--- src/rtl/serial_add_pkg.sv ---
// rtl/serial_add_pkg.sv - shared state encoding and sizing helper for the bit-serial adder
package serial_add_pkg;

    typedef enum logic [1:0] {
        ST_IDLE = 2'b00,
        ST_RUN  = 2'b01,
        ST_DONE = 2'b10
    } state_t;

    // Bit-index counter width; never narrower than one bit.
    function automatic int cnt_width(input int width);
        return (width < 2) ? 1 : $clog2(width);
    endfunction

endpackage

--- src/rtl/full_adder_bit.sv ---
// rtl/full_adder_bit.sv - one-bit full adder built from two half adders
module full_adder_bit (
    input  logic a,
    input  logic b,
    input  logic cin,
    output logic s,
    output logic co
);

    logic s0;
    logic c0;
    logic c1;

    half_adder u_ha0 (
        .a  (a),
        .b  (b),
        .s  (s0),
        .co (c0)
    );

    half_adder u_ha1 (
        .a  (s0),
        .b  (cin),
        .s  (s),
        .co (c1)
    );

    // Both half-adder carries can never be high together, so OR is exact.
    assign co = c0 | c1;

endmodule

--- src/rtl/half_adder.sv ---
// rtl/half_adder.sv - one-bit half adder cell
module half_adder (
    input  logic a,
    input  logic b,
    output logic s,
    output logic co
);

    assign s  = a ^ b;
    assign co = a & b;

endmodule

--- src/rtl/serial_adder_ctrl.sv ---
// rtl/serial_adder_ctrl.sv - bit-serial adder sequencing one shared full-adder cell LSB-first
module serial_adder_ctrl
    import serial_add_pkg::*;
#(
    parameter int WIDTH = 8
) (
    input  logic             clk,
    input  logic             rst_n,
    input  logic             start,
    input  logic [WIDTH-1:0] a,
    input  logic [WIDTH-1:0] b,
    output logic             ready,
    output logic             busy,
    output logic             done,
    output logic [WIDTH-1:0] sum,
    output logic             cout
);

    localparam int CNT_W = cnt_width(WIDTH);

    state_t           state;
    state_t           state_next;
    logic [WIDTH-1:0] a_sh;
    logic [WIDTH-1:0] b_sh;
    logic [WIDTH-1:0] acc;
    logic             carry;
    logic [CNT_W-1:0] idx;
    logic             cell_s;
    logic             cell_co;
    logic             last_bit;

    assign last_bit = (idx == CNT_W'(WIDTH - 1));

    full_adder_bit u_cell (
        .a   (a_sh[0]),
        .b   (b_sh[0]),
        .cin (carry),
        .s   (cell_s),
        .co  (cell_co)
    );

    // State register.
    always_ff @(posedge clk or negedge rst_n) begin
        if (!rst_n) begin
            state <= ST_IDLE;
        end else begin
            state <= state_next;
        end
    end

    // Next-state: accept in IDLE, run WIDTH bit cycles, then one DONE cycle.
    always_comb begin
        state_next = state;
        unique case (state)
            ST_IDLE: if (start)    state_next = ST_RUN;
            ST_RUN:  if (last_bit) state_next = ST_DONE;
            ST_DONE:               state_next = ST_IDLE;
            default:               state_next = ST_IDLE;
        endcase
    end

    // Status outputs decoded straight from the state register.
    always_comb begin
        ready = 1'b0;
        busy  = 1'b0;
        done  = 1'b0;
        unique case (state)
            ST_IDLE: ready = 1'b1;
            ST_RUN:  busy  = 1'b1;
            ST_DONE: done  = 1'b1;
            default: ;
        endcase
    end

    // Datapath: operand capture, per-bit shifting, and result commit on the last bit.
    always_ff @(posedge clk or negedge rst_n) begin
        if (!rst_n) begin
            a_sh  <= '0;
            b_sh  <= '0;
            acc   <= '0;
            carry <= 1'b0;
            idx   <= '0;
            sum   <= '0;
            cout  <= 1'b0;
        end else begin
            unique case (state)
                ST_IDLE: begin
                    if (start) begin
                        a_sh  <= a;
                        b_sh  <= b;
                        acc   <= '0;
                        carry <= 1'b0;
                        idx   <= '0;
                    end
                end
                ST_RUN: begin
                    a_sh  <= {1'b0, a_sh[WIDTH-1:1]};
                    b_sh  <= {1'b0, b_sh[WIDTH-1:1]};
                    acc   <= {cell_s, acc[WIDTH-1:1]};
                    carry <= cell_co;
                    idx   <= idx + 1'b1;
                    // The final bit lands in the MSB, so commit the shifted value, not acc.
                    if (last_bit) begin
                        sum  <= {cell_s, acc[WIDTH-1:1]};
                        cout <= cell_co;
                    end
                end
                default: ;
            endcase
        end
    end

endmodule
--- config.mk ---
export PLATFORM = sky130hd
export DESIGN_NAME = serial_adder_ctrl
export DESIGN_NICKNAME = d
export VERILOG_FILES = /design/src/rtl/serial_add_pkg.sv /design/src/rtl/full_adder_bit.sv /design/src/rtl/half_adder.sv /design/src/rtl/serial_adder_ctrl.sv
export SDC_FILE = /design/constraint.sdc
export NUM_CORES = 1
export LEC_CHECK = 0
export ABC_AREA = 1
export BUFFER_PORTS_ARGS = -buffer_cell sky130_fd_sc_hd__buf_2
export CORE_ASPECT_RATIO = 1.1
export CORE_MARGIN = 1
export CORE_UTILIZATION = 40
export DETAILED_ROUTE_END_ITERATION = 8
export SYNTH_ARGS = -nofsm -noshare
export SYNTH_HDL_FRONTEND = slang
export SYNTH_SLANG_ARGS = --single-unit
--- constraint.sdc ---
create_clock -name clk -period 1.3 [get_ports clk]
set_input_delay 0.065 -clock clk [delete_from_list [all_inputs] [get_ports clk]]
set_output_delay 0.065 -clock clk [all_outputs]
set_load 0.01 [all_outputs]
==> summary.txt <==
Die H: 73.0 µm
critical path arrival: 1200 ps
Final min period: 1260 ps
worst reg2reg path depth: 6
Yosys Warn Count: 0
clk buf depth: 2
Core Box Area: 4350 µm²
Worst-Margin Slew: 489 ps
RR Endpoint: sum[2]$_DFFE_PN0P_
Post-Route WL: 3.23 mm
CP Data Required Time: 1240 ps
Netlist cell types: 20
final instance area: 2190 µm²
PD cells: 2260 nW/µm²
post-route antenna net violation count: 0
number of global-route vias before repair: 1239
Detail Placement HPWL: 2.14 mm
I/O pin total: 31
final hold vios: 0
vias after detailed routing: 1363
CP endpoint kind: primary output
met2 routed WL: 1.45 mm
LEAKAGE: 1.26 nW
Syn Nets: 237
sequential area share after synthesis: 51.8%
die area: 4860 µm²
Tightest Hold Check Type: in2reg
register clock-pin slew on the reported worst setup and hold paths: 80 ps
Placement Cell Area: 2050 µm²
Area Overhead vs Synth: 19.3%
R2R setup slack: 60 ps
worst setup margin: 36.3 ps
Final period util: 97.2%
max layer used: met4
Fmax: 791 MHz
antenna fix cells: 0
ratio of cells with drive above 1 in the final layout: 27.6%
clock sink count: 38
site row count: 25
DR WL/cell: 10.4 µm
initial antenna violation count: 0
via/cell ratio: 4.38
final net count: 278
unrepaired setup endpoints after global routing: yes
Final Max Tran Viols: 0
crit path to: ready
final hold slack: 24.3 ps
met3 WL: 157 µm
H-tree lvl count: 2
chip width: 66.6 µm
Hold Path Depth: 3
Crit. Startpoint: state[0]$_DFFE_PN0P_
CP max FO: 17
Setup Crit Path Kind: reg2out
Initial Util: 42.2%
Critical R2R Launch: idx[0]$_DFFE_PN0P_
#FFs+latches synth: 38
placed insts: 299
first-pass GRT wire length: 5.44 mm
Remaining DRCs: 0
Fin Clk Skew: 7.73 ps
CTS Root Cell: clkbuf_8
DRT Pass-1 Iters: 4
CTS tree: yes
M1 WL: 1.57 mm
max-cap viol count: 0
status: finished clean
Post-Syn Instances: 215
Rel. slew slack: 67.4%
CP Launch Type: register
Final Core Density: 50.3%
clock latency on the worst-skew pair: 290 ps
most frequent cells in the layout: 85 x nand2_1, 37 x dfrtp_1, 36 x inv_1
average size of a mapped cell: 8.53 µm²
Global Route Usage Sum: 15.2%
Mapped Area: 1830 µm²
Max IR drop VDD: 0.922 mV
CTS buffer count: 5
Finished Layout Cells: 311
largest net degree at the start of global routing: 39
drt first-iter violations: 39
GP Congestion: 0.708
IO Port Bufs: 30
most common cell after layout, fill and taps aside: nand2_1
Setup Viol. Count Final: 0
global route overflow: 0
pre-CTS setup slack: 70.1 ps
[layout make-up]
| class | instances | area, µm² |
|---|---|---|
| tap | 54 | 67.6 |
| clock inverter | 1 | 5.00 |
| multi-input combinational | 130 | 648 |
| inverter | 39 | 154 |
| timing repair buffer | 42 | 275 |
| fill | 418 | 2160 |
| sequential | 38 | 952 |
| clock buffer | 7 | 86.3 |
[synthesized netlist by cell type]
| cell type | count | area, µm² |
|---|---|---|
| a21oi_1 | 1 | 5.00 |
| a21oi_2 | 1 | 8.76 |
| buf_12 | 1 | 20.0 |
| buf_4 | 2 | 15.0 |
| buf_6 | 4 | 45.0 |
| clkbuf_1 | 1 | 3.75 |
| dfrtp_1 | 38 | 951 |
| fa_1 | 1 | 20.0 |
| ha_1 | 2 | 25.0 |
| inv_1 | 36 | 135 |
| inv_2 | 2 | 7.51 |
| inv_8 | 1 | 11.3 |
| nand2_1 | 85 | 319 |
| nand2_2 | 1 | 6.26 |
| nand2_4 | 3 | 33.8 |
| nand3_1 | 16 | 80.1 |
| nor2_1 | 3 | 11.3 |
| nor2_4 | 1 | 11.3 |
| o21ai_0 | 4 | 20.0 |
| o21ai_2 | 12 | 105 |
[per-stage QoR]
step / power (mW) / TNS (ps)
2_1_floorplan: 3.54 / 0
3_3_place_gp: 4.04 / 0
3_5_place_dp: 4.08 / 0
4_1_cts: 5.00 / 0
5_1_grt: 5.40 / -49.4
6_report: 4.94 / 0
[worst max-delay path, stage by stage, from the launching register on]
cell and delay (ps):
dfrtp_1 420, buf_6 180, nor2_2 150, buf_2 150
[what timing repair did]
item	4_1_cts	5_1_grt
endpoints found under the setup margin	3	3
endpoints found under the hold margin	38	0
gates resized for setup	3	1
hold buffers	1	0
setup buffers	1	2
[worst min-delay path by stage]
stage | startpoint | slack (ps) | to
CTS | b[7] | 10 | b_sh[7]$_DFFE_PN0P_
global placement | rst_n | 150 | sum[0]$_DFFE_PN0P_
detailed placement | rst_n | 150 | sum[0]$_DFFE_PN0P_
finish | b[7] | 20 | b_sh[7]$_DFFE_PN0P_
floorplan | rst_n | -230 | a_sh[0]$_DFFE_PN0P_
global route | b[7] | 40 | b_sh[7]$_DFFE_PN0P_
[flip-flops by register name, indices dropped and copies added, names as in the netlist]
signal / cells
state: 2
acc: 7
idx: 3
b_sh: 8
cout: 1
a_sh: 8
carry: 1
sum: 8
[per-layer routing]
layer  track usage [%]  up-vias
met5                 0        -
met4              7.57        0
met3              5.63        5
met2              24.4       31
met1              17.8      605
li1                  -      722
[cells by family after synthesis]
logic type,synth area share (%)
flip-flops,51.8
adder cells (fa/ha/maj),2.46
buffers and inverters,13.0
AO/OA/AOI/OAI,7.57
AND/OR/NAND/NOR,25.2
[power by group]
part	internal, mW	switching, mW
logic	0.917	1.22
registers	1.70	0.264
clock network	0.428	0.413
total	3.05	1.89
Note: power is estimated with default switching activity, not from simulation.
